**src/rtl/rotozoom_pkg.sv**
```systemverilog
// Shared types and constants for the rotozoom parameter sequencer.
package rotozoom_pkg;

  typedef enum logic [2:0] {
    StIdle,
    StSinReq,
    StSinWait,
    StCosReq,
    StCosWait,
    StCommit
  } seq_state_e;

  localparam int unsigned HActiveDefault = 640;
  localparam int unsigned VActiveDefault = 480;
  localparam int unsigned AngleWDefault  = 8;
  localparam int unsigned QuarterOffset  = 1 << (AngleWDefault - 2);

  // Quarter period of the sine table: cos(a) = sin(a + 2^(w-2)).
  function automatic int unsigned quarter_offset(int unsigned angle_w);
    return 1 << (angle_w - 2);
  endfunction

endpackage

```
**src/rtl/rotozoom_param_sequencer_if.sv**
```systemverilog
// Shared sine ROM bus: the sequencer drives the address, the ROM returns signed data.
interface rotozoom_param_sequencer_if
  import rotozoom_pkg::*;
#(
  parameter int unsigned ANGLE_W = AngleWDefault,
  parameter int unsigned COEF_W  = 16
);
  logic        [ANGLE_W-1:0] rom_addr;
  logic signed [COEF_W-1:0]  rom_data;

  modport master (output rom_addr, input rom_data);
  modport slave  (input rom_addr, output rom_data);
endinterface

```
**src/rtl/rotozoom_strobe_gen.sv**
```systemverilog
// Registered accumulator strobes derived from the raster position; one is high per cycle.
module rotozoom_strobe_gen (
  input  logic       clk_i,
  input  logic       rst_ni,
  input  logic [9:0] hpos_i,
  input  logic [9:0] vpos_i,
  output logic       acc_clr_o,
  output logic       acc_line_o,
  output logic       acc_pix_o
);
  logic clr_d, line_d, pix_d;
  logic clr_q, line_q, pix_q;

  always_comb begin
    clr_d  = (hpos_i == '0) && (vpos_i == '0);
    line_d = (hpos_i == '0) && (vpos_i != '0);
    pix_d  = (hpos_i != '0);
  end

  always_ff @(posedge clk_i) begin
    if (!rst_ni) begin
      clr_q  <= 1'b0;
      line_q <= 1'b0;
      pix_q  <= 1'b0;
    end else begin
      clr_q  <= clr_d;
      line_q <= line_d;
      pix_q  <= pix_d;
    end
  end

  assign acc_clr_o  = clr_q;
  assign acc_line_o = line_q;
  assign acc_pix_o  = pix_q;
endmodule

```
**src/rtl/rotozoom_param_sequencer.sv**
```systemverilog
// Per-frame angle update, shared sine-ROM fetch of sin/cos, zoom and atomic
// coefficient commit during vblank, plus accumulator step strobes.
module rotozoom_param_sequencer
  import rotozoom_pkg::*;
#(
  parameter int unsigned H_ACTIVE = HActiveDefault,
  parameter int unsigned V_ACTIVE = VActiveDefault,
  parameter int unsigned ANGLE_W  = AngleWDefault,
  parameter int unsigned COEF_W   = 16,
  parameter int unsigned ROM_LAT  = 1
) (
  input  logic                clk,
  input  logic                rst_n,
  input  logic [9:0]          hpos,
  input  logic [9:0]          vpos,
  input  logic [2:0]          speed,
  input  logic                dir,
  input  logic                pause,
  input  logic [1:0]          zoom,
  rotozoom_param_sequencer_if.master rom,
  output logic [COEF_W-1:0]   sin_coef,
  output logic [COEF_W-1:0]   cos_coef,
  output logic                coef_valid,
  output logic                coef_update,
  output logic [10:0]         frame,
  output logic                acc_clr,
  output logic                acc_line,
  output logic                acc_pix,
  output logic                overrun
);
  if (H_ACTIVE >= 1024 || V_ACTIVE >= 1024 || ROM_LAT > 3) begin : g_bad_param
    $error("rotozoom_param_sequencer: unsupported parameter value");
  end

  localparam logic [ANGLE_W-1:0] Quarter  = ANGLE_W'(quarter_offset(ANGLE_W));
  localparam bit                 NoWait   = (ROM_LAT == 0);
  localparam logic [1:0]         LastWait = (ROM_LAT == 0) ? 2'd0 : 2'(ROM_LAT - 1);

  seq_state_e state_q, state_d;

  logic        [ANGLE_W-1:0] angle_q, angle_d, rom_addr_q, rom_addr_d, step;
  logic        [10:0]        frame_q, frame_d;
  logic        [1:0]         zoom_q, zoom_d, wait_cnt_q, wait_cnt_d;
  logic signed [COEF_W-1:0]  sin_work_q, sin_work_d, cos_work_q, cos_work_d;
  logic        [COEF_W-1:0]  sin_coef_q, sin_coef_d, cos_coef_q, cos_coef_d;
  logic                      valid_q, valid_d, update_q, update_d, overrun_q, overrun_d;
  logic                      frame_tick, wait_done;

  assign frame_tick = (vpos == 10'(V_ACTIVE)) && (hpos == '0);
  assign wait_done  = (wait_cnt_q == LastWait);
  assign step       = ANGLE_W'(speed);

  always_ff @(posedge clk) begin
    if (!rst_n) state_q <= StIdle;
    else        state_q <= state_d;
  end

  always_comb begin
    state_d = state_q;
    unique case (state_q)
      StIdle:    if (frame_tick) state_d = StSinReq;
      StSinReq:  state_d = NoWait ? StCosReq : StSinWait;
      StSinWait: if (wait_done) state_d = StCosReq;
      StCosReq:  state_d = NoWait ? StCommit : StCosWait;
      StCosWait: if (wait_done) state_d = StCommit;
      StCommit:  state_d = StIdle;
      default:   state_d = StIdle;
    endcase
  end

  always_comb begin
    angle_d    = angle_q;
    frame_d    = frame_q;
    zoom_d     = zoom_q;
    rom_addr_d = rom_addr_q;
    wait_cnt_d = '0;
    sin_work_d = sin_work_q;
    cos_work_d = cos_work_q;
    sin_coef_d = sin_coef_q;
    cos_coef_d = cos_coef_q;
    valid_d    = valid_q;
    update_d   = 1'b0;
    // Ticks arriving mid-sequence are dropped but remembered.
    overrun_d  = overrun_q | (frame_tick && (state_q != StIdle));

    unique case (state_q)
      StIdle: begin
        if (frame_tick) begin
          frame_d = frame_q + 11'd1;
          if (!pause) angle_d = dir ? (angle_q - step) : (angle_q + step);
          zoom_d     = zoom;
          rom_addr_d = angle_d;
        end
      end
      StSinReq: begin
        if (NoWait) begin
          sin_work_d = rom.rom_data;
          rom_addr_d = angle_q + Quarter;
        end
      end
      StSinWait: begin
        wait_cnt_d = wait_cnt_q + 2'd1;
        if (wait_done) begin
          sin_work_d = rom.rom_data;
          rom_addr_d = angle_q + Quarter;
          wait_cnt_d = '0;
        end
      end
      StCosReq: begin
        if (NoWait) cos_work_d = rom.rom_data;
      end
      StCosWait: begin
        wait_cnt_d = wait_cnt_q + 2'd1;
        if (wait_done) begin
          cos_work_d = rom.rom_data;
          wait_cnt_d = '0;
        end
      end
      StCommit: begin
        sin_coef_d = sin_work_q >>> zoom_q;
        cos_coef_d = cos_work_q >>> zoom_q;
        valid_d    = 1'b1;
        update_d   = 1'b1;
      end
      default: ;
    endcase
  end

  always_ff @(posedge clk) begin
    if (!rst_n) begin
      angle_q    <= '0;
      frame_q    <= '0;
      zoom_q     <= '0;
      rom_addr_q <= '0;
      wait_cnt_q <= '0;
      sin_work_q <= '0;
      cos_work_q <= '0;
      sin_coef_q <= '0;
      cos_coef_q <= '0;
      valid_q    <= 1'b0;
      update_q   <= 1'b0;
      overrun_q  <= 1'b0;
    end else begin
      angle_q    <= angle_d;
      frame_q    <= frame_d;
      zoom_q     <= zoom_d;
      rom_addr_q <= rom_addr_d;
      wait_cnt_q <= wait_cnt_d;
      sin_work_q <= sin_work_d;
      cos_work_q <= cos_work_d;
      sin_coef_q <= sin_coef_d;
      cos_coef_q <= cos_coef_d;
      valid_q    <= valid_d;
      update_q   <= update_d;
      overrun_q  <= overrun_d;
    end
  end

  assign rom.rom_addr = rom_addr_q;
  assign sin_coef     = sin_coef_q;
  assign cos_coef     = cos_coef_q;
  assign coef_valid   = valid_q;
  assign coef_update  = update_q;
  assign frame        = frame_q;
  assign overrun      = overrun_q;

  rotozoom_strobe_gen u_strobe_gen (
    .clk_i      (clk),
    .rst_ni     (rst_n),
    .hpos_i     (hpos),
    .vpos_i     (vpos),
    .acc_clr_o  (acc_clr),
    .acc_line_o (acc_line),
    .acc_pix_o  (acc_pix)
  );
endmodule

```
**src/flat_wrapper.sv**
```systemverilog
// flat-port wrapper written by rule: the top's interface ports become plain ports
module rotozoom_param_sequencer_flat import rotozoom_pkg::*;
#(
  parameter int unsigned H_ACTIVE = HActiveDefault,
  parameter int unsigned V_ACTIVE = VActiveDefault,
  parameter int unsigned ANGLE_W  = AngleWDefault,
  parameter int unsigned COEF_W   = 16,
  parameter int unsigned ROM_LAT  = 1
)
  (clk, rst_n, hpos, vpos, speed, dir, pause, zoom, sin_coef, cos_coef, coef_valid, coef_update, frame, acc_clr, acc_line, acc_pix, overrun, rom_rom_addr, rom_rom_data);
  rotozoom_param_sequencer_if #(.ANGLE_W(ANGLE_W), .COEF_W(COEF_W)) rom_i ();
  input  logic clk;
  input  logic rst_n;
  input  logic [9:0] hpos;
  input  logic [9:0] vpos;
  input  logic [2:0] speed;
  input  logic dir;
  input  logic pause;
  input  logic [1:0] zoom;
  output logic [COEF_W-1:0] sin_coef;
  output logic [COEF_W-1:0] cos_coef;
  output logic coef_valid;
  output logic coef_update;
  output logic [10:0] frame;
  output logic acc_clr;
  output logic acc_line;
  output logic acc_pix;
  output logic overrun;
  output wire logic [$bits(rom_i.rom_addr)-1:0] rom_rom_addr;
  input wire logic [$bits(rom_i.rom_data)-1:0] rom_rom_data;
  assign rom_rom_addr = rom_i.rom_addr;
  assign rom_i.rom_data = rom_rom_data;
  rotozoom_param_sequencer #(.H_ACTIVE(H_ACTIVE), .V_ACTIVE(V_ACTIVE), .ANGLE_W(ANGLE_W), .COEF_W(COEF_W), .ROM_LAT(ROM_LAT)) u_core (.clk(clk), .rst_n(rst_n), .hpos(hpos), .vpos(vpos), .speed(speed), .dir(dir), .pause(pause), .zoom(zoom), .rom(rom_i), .sin_coef(sin_coef), .cos_coef(cos_coef), .coef_valid(coef_valid), .coef_update(coef_update), .frame(frame), .acc_clr(acc_clr), .acc_line(acc_line), .acc_pix(acc_pix), .overrun(overrun));
endmodule
```
**config.mk**
```make
export PLATFORM = sky130hd
export DESIGN_NAME = rotozoom_param_sequencer_flat
export DESIGN_NICKNAME = d
export VERILOG_FILES = /design/src/rtl/rotozoom_pkg.sv /design/src/rtl/rotozoom_param_sequencer_if.sv /design/src/rtl/rotozoom_strobe_gen.sv /design/src/rtl/rotozoom_param_sequencer.sv /design/src/flat_wrapper.sv
export SDC_FILE = /design/constraint.sdc
export NUM_CORES = 1
export LEC_CHECK = 0
export ABC_AREA = 1
export BUFFER_PORTS_ARGS = -buffer_cell sky130_fd_sc_hd__buf_2
export CORE_MARGIN = 1
export CORE_UTILIZATION = 58
export CTS_BUF_LIST = sky130_fd_sc_hd__clkbuf_8
export DETAILED_ROUTE_END_ITERATION = 7
export PLACE_DENSITY = 0.83
export SLEW_MARGIN = 5
export SYNTH_ARGS = -nofsm -noshare
export SYNTH_HDL_FRONTEND = slang
export SYNTH_SLANG_ARGS = --single-unit
export TNS_END_PERCENT = 1
```
**constraint.sdc**
```tcl
create_clock -name clk -period 5.8 [get_ports clk]
set_input_delay 1.16 -clock clk [delete_from_list [all_inputs] [get_ports clk]]
set_output_delay 1.16 -clock clk [all_outputs]
set_load 0.05 [all_outputs]
```
Yosys cells after proc, flatten, opt, wreduce, memory -nomap -nowiden
Index checks and enable logic that the tools add are counted.
{"block": "op_classes", "n_addsub": 5, "eq_ne": 9, "shift": 2, "muxes": 10, "n_bitwise": 3, "n_reduce_logical": 19}
{"op": "$mux 8", "count": 4}
{"op": "$sshr 16x2->16", "count": 2}
{"op": "$logic_not 10->1", "count": 2}
{"op": "$reduce_bool 10->1", "count": 2}
{"op": "$pmux 8 s2", "count": 1}
{"op": "$pmux 3 s5", "count": 1}
{"op": "$add 11x1->11 const B", "count": 1}
{"op": "$eq 10x9->1 const B", "count": 1}
{"op": "$mux 3", "count": 3}
{"op": "$add 8x3->8", "count": 1}
{"op": "$add 8x7->8 const B", "count": 1}
{"op": "$sub 8x3->8", "count": 1}
{"op": "$eq 3x2->1 const B", "count": 2}
{"op": "$eq 3x3->1 const B", "count": 2}
{"op": "$ne 2x1->1 const B", "count": 3}
{"op": "$reduce_and 2->1", "count": 3}
{"op": "$reduce_and 3->1", "count": 2}
{"op": "$logic_and 1x1->1", "count": 4}
{"op": "$eq 3x1->1 const B", "count": 1}
{"op": "$logic_not 3->1", "count": 1}
{"op": "$reduce_bool 3->1", "count": 1}
{"op": "$reduce_or 3->1", "count": 1}
{"op": "$add 2x1->2 const B", "count": 1}
{"op": "$logic_not 2->1", "count": 1}
{"op": "5 further kinds", "count": 6}
{"block": "word_totals", "register_bits": 104, "in_bits": 45, "out_inout_bits": 57, "word_cells": 64}

Logic depth before layout (Yosys ltp)
{"block": "logic_depth", "word_depth": 5, "depth_mapped": 16, "ltp_nobuf": 16}

By module
From an unflattened synthesis, not the netlist that was laid out.
{"block": "unflattened", "hier_cells": 782, "area_unflattened_um2": 5321.4}
{"module": "rotozoom_param_sequencer", "instances": 1, "cells_each": 755, "area_per_inst_um2": 5151.2, "seq_area_each_um2": 2021.9}
{"module": "rotozoom_strobe_gen", "instances": 1, "cells_each": 27, "area_per_inst_um2": 170.2, "seq_area_each_um2": 60.1}

Worst setup path before layout
Ideal clock, no wire load.
{"block": "synth_timing", "path_type": "in2reg", "startpoint": "in speed[0]", "endpoint": "reg u_core.angle_q[7]", "setup_ps": 109, "arrival_ps": 2774, "required_ps": 5691, "slack_ps": 2917, "path_stages": 15, "path_buffers": 0, "cell_sequence": "inv_1 -> ha_1 -> ha_1 -> or2_2 -> ha_1 -> nand2_1 -> nand2_1 -> a21oi_1 -> nand2_1 -> nand2_1 -> nand3_1 -> nand2_1 -> nand2_1 -> nand2_1 -> inv_1"}
{"block": "synth_via", "elab_chain_cells": 3, "word_cells_on_any_way": 4, "classes_between": "add/sub (2); mux (2)"}
{"item": "start: declaration", "line": "flat_wrapper.sv:16", "source": "input logic [2:0] speed;"}
{"item": "$add 8x3->8 / $sub 8x3->8 (equally long branches)", "line": "rotozoom_param_sequencer.sv:90", "source": "if (!pause) angle_d = dir ? (angle_q - step) : (angle_q + step);"}
{"item": "$mux 8 * (2 in series)", "line": "rotozoom_param_sequencer.sv:90"}
{"item": "end signal: assignment", "line": "rotozoom_param_sequencer.sv:144", "source": "angle_q <= angle_d;"}
{"item": "end: declaration", "line": "rotozoom_param_sequencer.sv:41", "source": "logic [ANGLE_W-1:0] angle_q, angle_d, rom_addr_q, rom_addr_d, step;"}
Every way passes the cells marked *; elsewhere a longest branch is shown, timed or not.
A chain may end at the register's enable or synchronous reset.

Final worst setup path
Same ends and word-level chain as after synthesis.

==> flow_metrics.py <==
metrics = {
    "status": {
        "outcome": "complete, no violations",
    },
    "power_and_ir_drop": {
        "clkPwrFrac": 0.324,
        "netSwitchingPower_w": 0.000409,
        "p_sw_frac": 0.290,
        "ir_drop_mv": 0.163,
        "p_int_w": 0.00100,
        "p_leak_nw": 2.69,
        "pwr-share-seq": 0.536,
        "combPwrFrac": 0.140,
        "p_per_area_nw_per_um2": 242,
    },
    "global_route": {
        "gr-total-overflow": 0,
        "first_global_vias": 4369,
        "track_usage": 0.259,
        "grt_pass1_wl_um": 19200,
        "grt_max_degree": 87,
        "antenna_found_initial": 0,
    },
    "setup_path": {
        "critPathLaunch": "speed[0]",
        "crit_type": "primary input to register",
        "worst-path-max-fanout": 5,
        "r2r-start": "u_core.zoom_q[1]",
        "worstSetupEndpointType": "register",
        "critical_path_arrival_ns": 3.11,
        "required_ns": 6.06,
        "crit_path_start_kind": "primary input",
    },
    "floorplanning": {
        "die_h_um": 96.5,
        "initial_core_util": 0.597,
        "die_w_um": 96.5,
        "io_pins": 102,
        "row_count": 34,
        "core_um2": 8680,
        "die-area_um2": 9320,
    },
    "cts": {
        "root_buffer": "clkbuf_8",
        "path_clk_slew_ns": 0.09,
        "cts_tree": "yes",
        "postCtsSetupBuffers": 0,
        "cts_buffers": 9,
        "hold_buffers": 0,
        "cts-resized-gates": 0,
        "cts_num_sinks": 104,
        "clk_latency_ns": 0.36,
        "clk_path_buf_depth": 2,
        "htreeDepth": 3,
    },
    "timing": {
        "rsz0062_at_grt": "no",
        "tightest_slew_ns": 1.13,
        "setup_violations": 0,
        "max_freq_mhz": 351,
        "timing.final.hold_violations": 0,
        "relSlewSlack": 0.248,
        "setup_tns_ns": 0,
        "hold_slack_ns": 0.441,
        "finClkSkew_ns": 0.0214,
        "report.final.slew_viol_count": 0,
        "fin_crit_sh": 0.492,
        "layout_min_cycle_time_ns": 2.85,
    },
    "routing": {
        "top_layer": "met4",
        "postRouteAntennaNets": 0,
        "drt-total-wl_um": 12000,
        "avgRoutedWirePerCell_um": 12.7,
        "wl_met1_um": 5520,
        "dr_wl_met2_um": 5620,
        "drtPass1Iterations": 6,
        "viasPerCell": 5.33,
        "vias": 5039,
        "drt_iter0_drc": 228,
        "drc_errors": 0,
        "wl_met3_um": 692,
    },
    "layout": {
        "nFillCells": 774,
        "ff_latch_area_um2": 2080,
        "nNetsFinal": 891,
        "antenna_cells": 0,
        "final_common_cell": "nand2_1",
        "area_growth_pct": 13.0,
        "layout_common_cells": "172 x nand2_1, 104 x dfxtp_1, 101 x buf_2",
        "multi_input_area_um2": 2530,
        "final_util": 0.675,
        "drive_above_1_share": 0.163,
    },
    "flow_run": {
        "max_cap_violations": 0,
    },
    "yosys": {
        "netlist_area_um2": 5180,
        "synth-async-reset-ratio": 0,
        "synth_top_area_frac": 0.402,
        "syn_nets": 814,
        "ys_warn_count": 0,
        "yosys_most_used_dff": "dfxtp_1",
        "ys_seq_area_frac": 0.402,
        "yosys.area.top_type": "dfxtp_1",
        "syn_avg_cell_area_um2": 6.85,
        "netlist_instances": 756,
        "synth_edf_count": 0,
        "yosys-top-cells-area": "dfxtp_1 40%, nand2_1 12%, o21ai_0 8.1%, inv_1 7.0%, a21oi_1 5.9%",
        "ys_seq_elements": 104,
        "ys_types": 40,
    },
    "placement": {
        "dp_hpwl_um": 8430,
        "place.gp.congestion": 0.894,
        "io_buffers": 101,
    },
    "min_path": {
        "hold_path.startpoint": "u_core.wait_cnt_q[0]",
        "hold_class": "register to register",
    },
}
critical path, stage by stage:
cell and delay (ns):
buf_2 0.10, inv_1 0.05, ha_1 0.20, ha_1 0.17, or2_2 0.29, ha_1 0.34
nand2_1 0.09, nand2_1 0.08, a21oi_1 0.18, nand2_1 0.08, nand2_1 0.05, nand3_1 0.09
nand2_1 0.07, nand2_1 0.05, nand2_1 0.06, inv_1 0.04
path summary, 6_finish.rpt:
| kind | to | slack (ns) | depth (start not counted) |
|---|---|---|---|
| setup / recovery | u_core.angle_q[7] | 2.95 | 16 |
| hold reg to reg | u_core.wait_cnt_q[0] | 0.44 | 1 |
| hold / removal | u_core.wait_cnt_q[0] | 0.44 | 1 |
| setup reg to reg | u_core.cos_coef[2] | 3.03 | 5 |
flip-flops by register name (all words and copies together) (netlist names), 3 cells and up:
register,cells
u_core.cos_work_q,16
u_core.angle_q,8
u_core.sin_work_q,16
u_core.frame,11
u_core.rom.rom_addr,8
u_core.state_q,3
u_core.cos_coef,16
u_core.sin_coef,16
cells in the mapped netlist, types with 2 or more instances:
master,number
buf_4,3
inv_2,4
a21oi_2,2
o21ai_0,84
xnor2_1,2
clkinv_1,3
o211ai_1,26
buf_1,2
nand3_1,45
o21ai_1,5
o31ai_1,2
buf_2,7
dfxtp_1,104
clkbuf_1,21
nor3_1,8
a21oi_1,61
ha_1,12
nor2_1,71
o21a_1,2
buf_6,3
inv_1,96
nor2_4,2
nor2_2,3
nand2_1,172
metal layers:
layer	track usage	vias to the layer above
met4	0.0760	0
met5	0	-
li1	-	2595
met1	0.335	2258
met2	0.452	167
met3	0.0305	19
layout make-up:
type / instances / area share
Clock inverter: 7 / 0.0130
Multi-Input combinational cell: 512 / 0.432
Tap cell: 108 / 0.0231
Timing Repair Buffer: 103 / 0.0889
Inverter: 103 / 0.0660
Clock buffer: 9 / 0.0212
Sequential cell: 104 / 0.356
power by group through the flow:
stage	clock network, W	registers, W	logic [W]
finish	0.000458	0.000759	0.000198
global placement	0	0.000773	0.000189
global route	0.000492	0.000762	0.000223
detailed placement	0	0.000774	0.000196
floorplan	0	0.000798	0.000119
CTS	0.000465	0.000758	0.000197
logic make-up after synthesis:
kind of cell | count (synthesis) | share of synthesized area
XOR/XNOR | 3 | 0.00507
AO/OA/AOI/OAI | 186 | 0.198
flip-flops | 104 | 0.402
adder cells (fa/ha/maj) | 13 | 0.0328
AND/OR/NAND/NOR | 310 | 0.252
buffers and inverters | 140 | 0.110
stage by stage:
stage,total power (W),instances,setup slack [ns],instance area [um^2]
2_1_floorplan,0.000917,756,2.92,5180
3_3_place_gp,0.000962,930,2.72,5650
3_5_place_dp,0.000970,930,2.61,5650
4_1_cts,0.00142,946,2.99,5850
5_1_grt,0.00148,946,2.68,5850
6_report,0.00141,946,2.95,5850
Note: power is estimated with default switching activity, not from simulation.
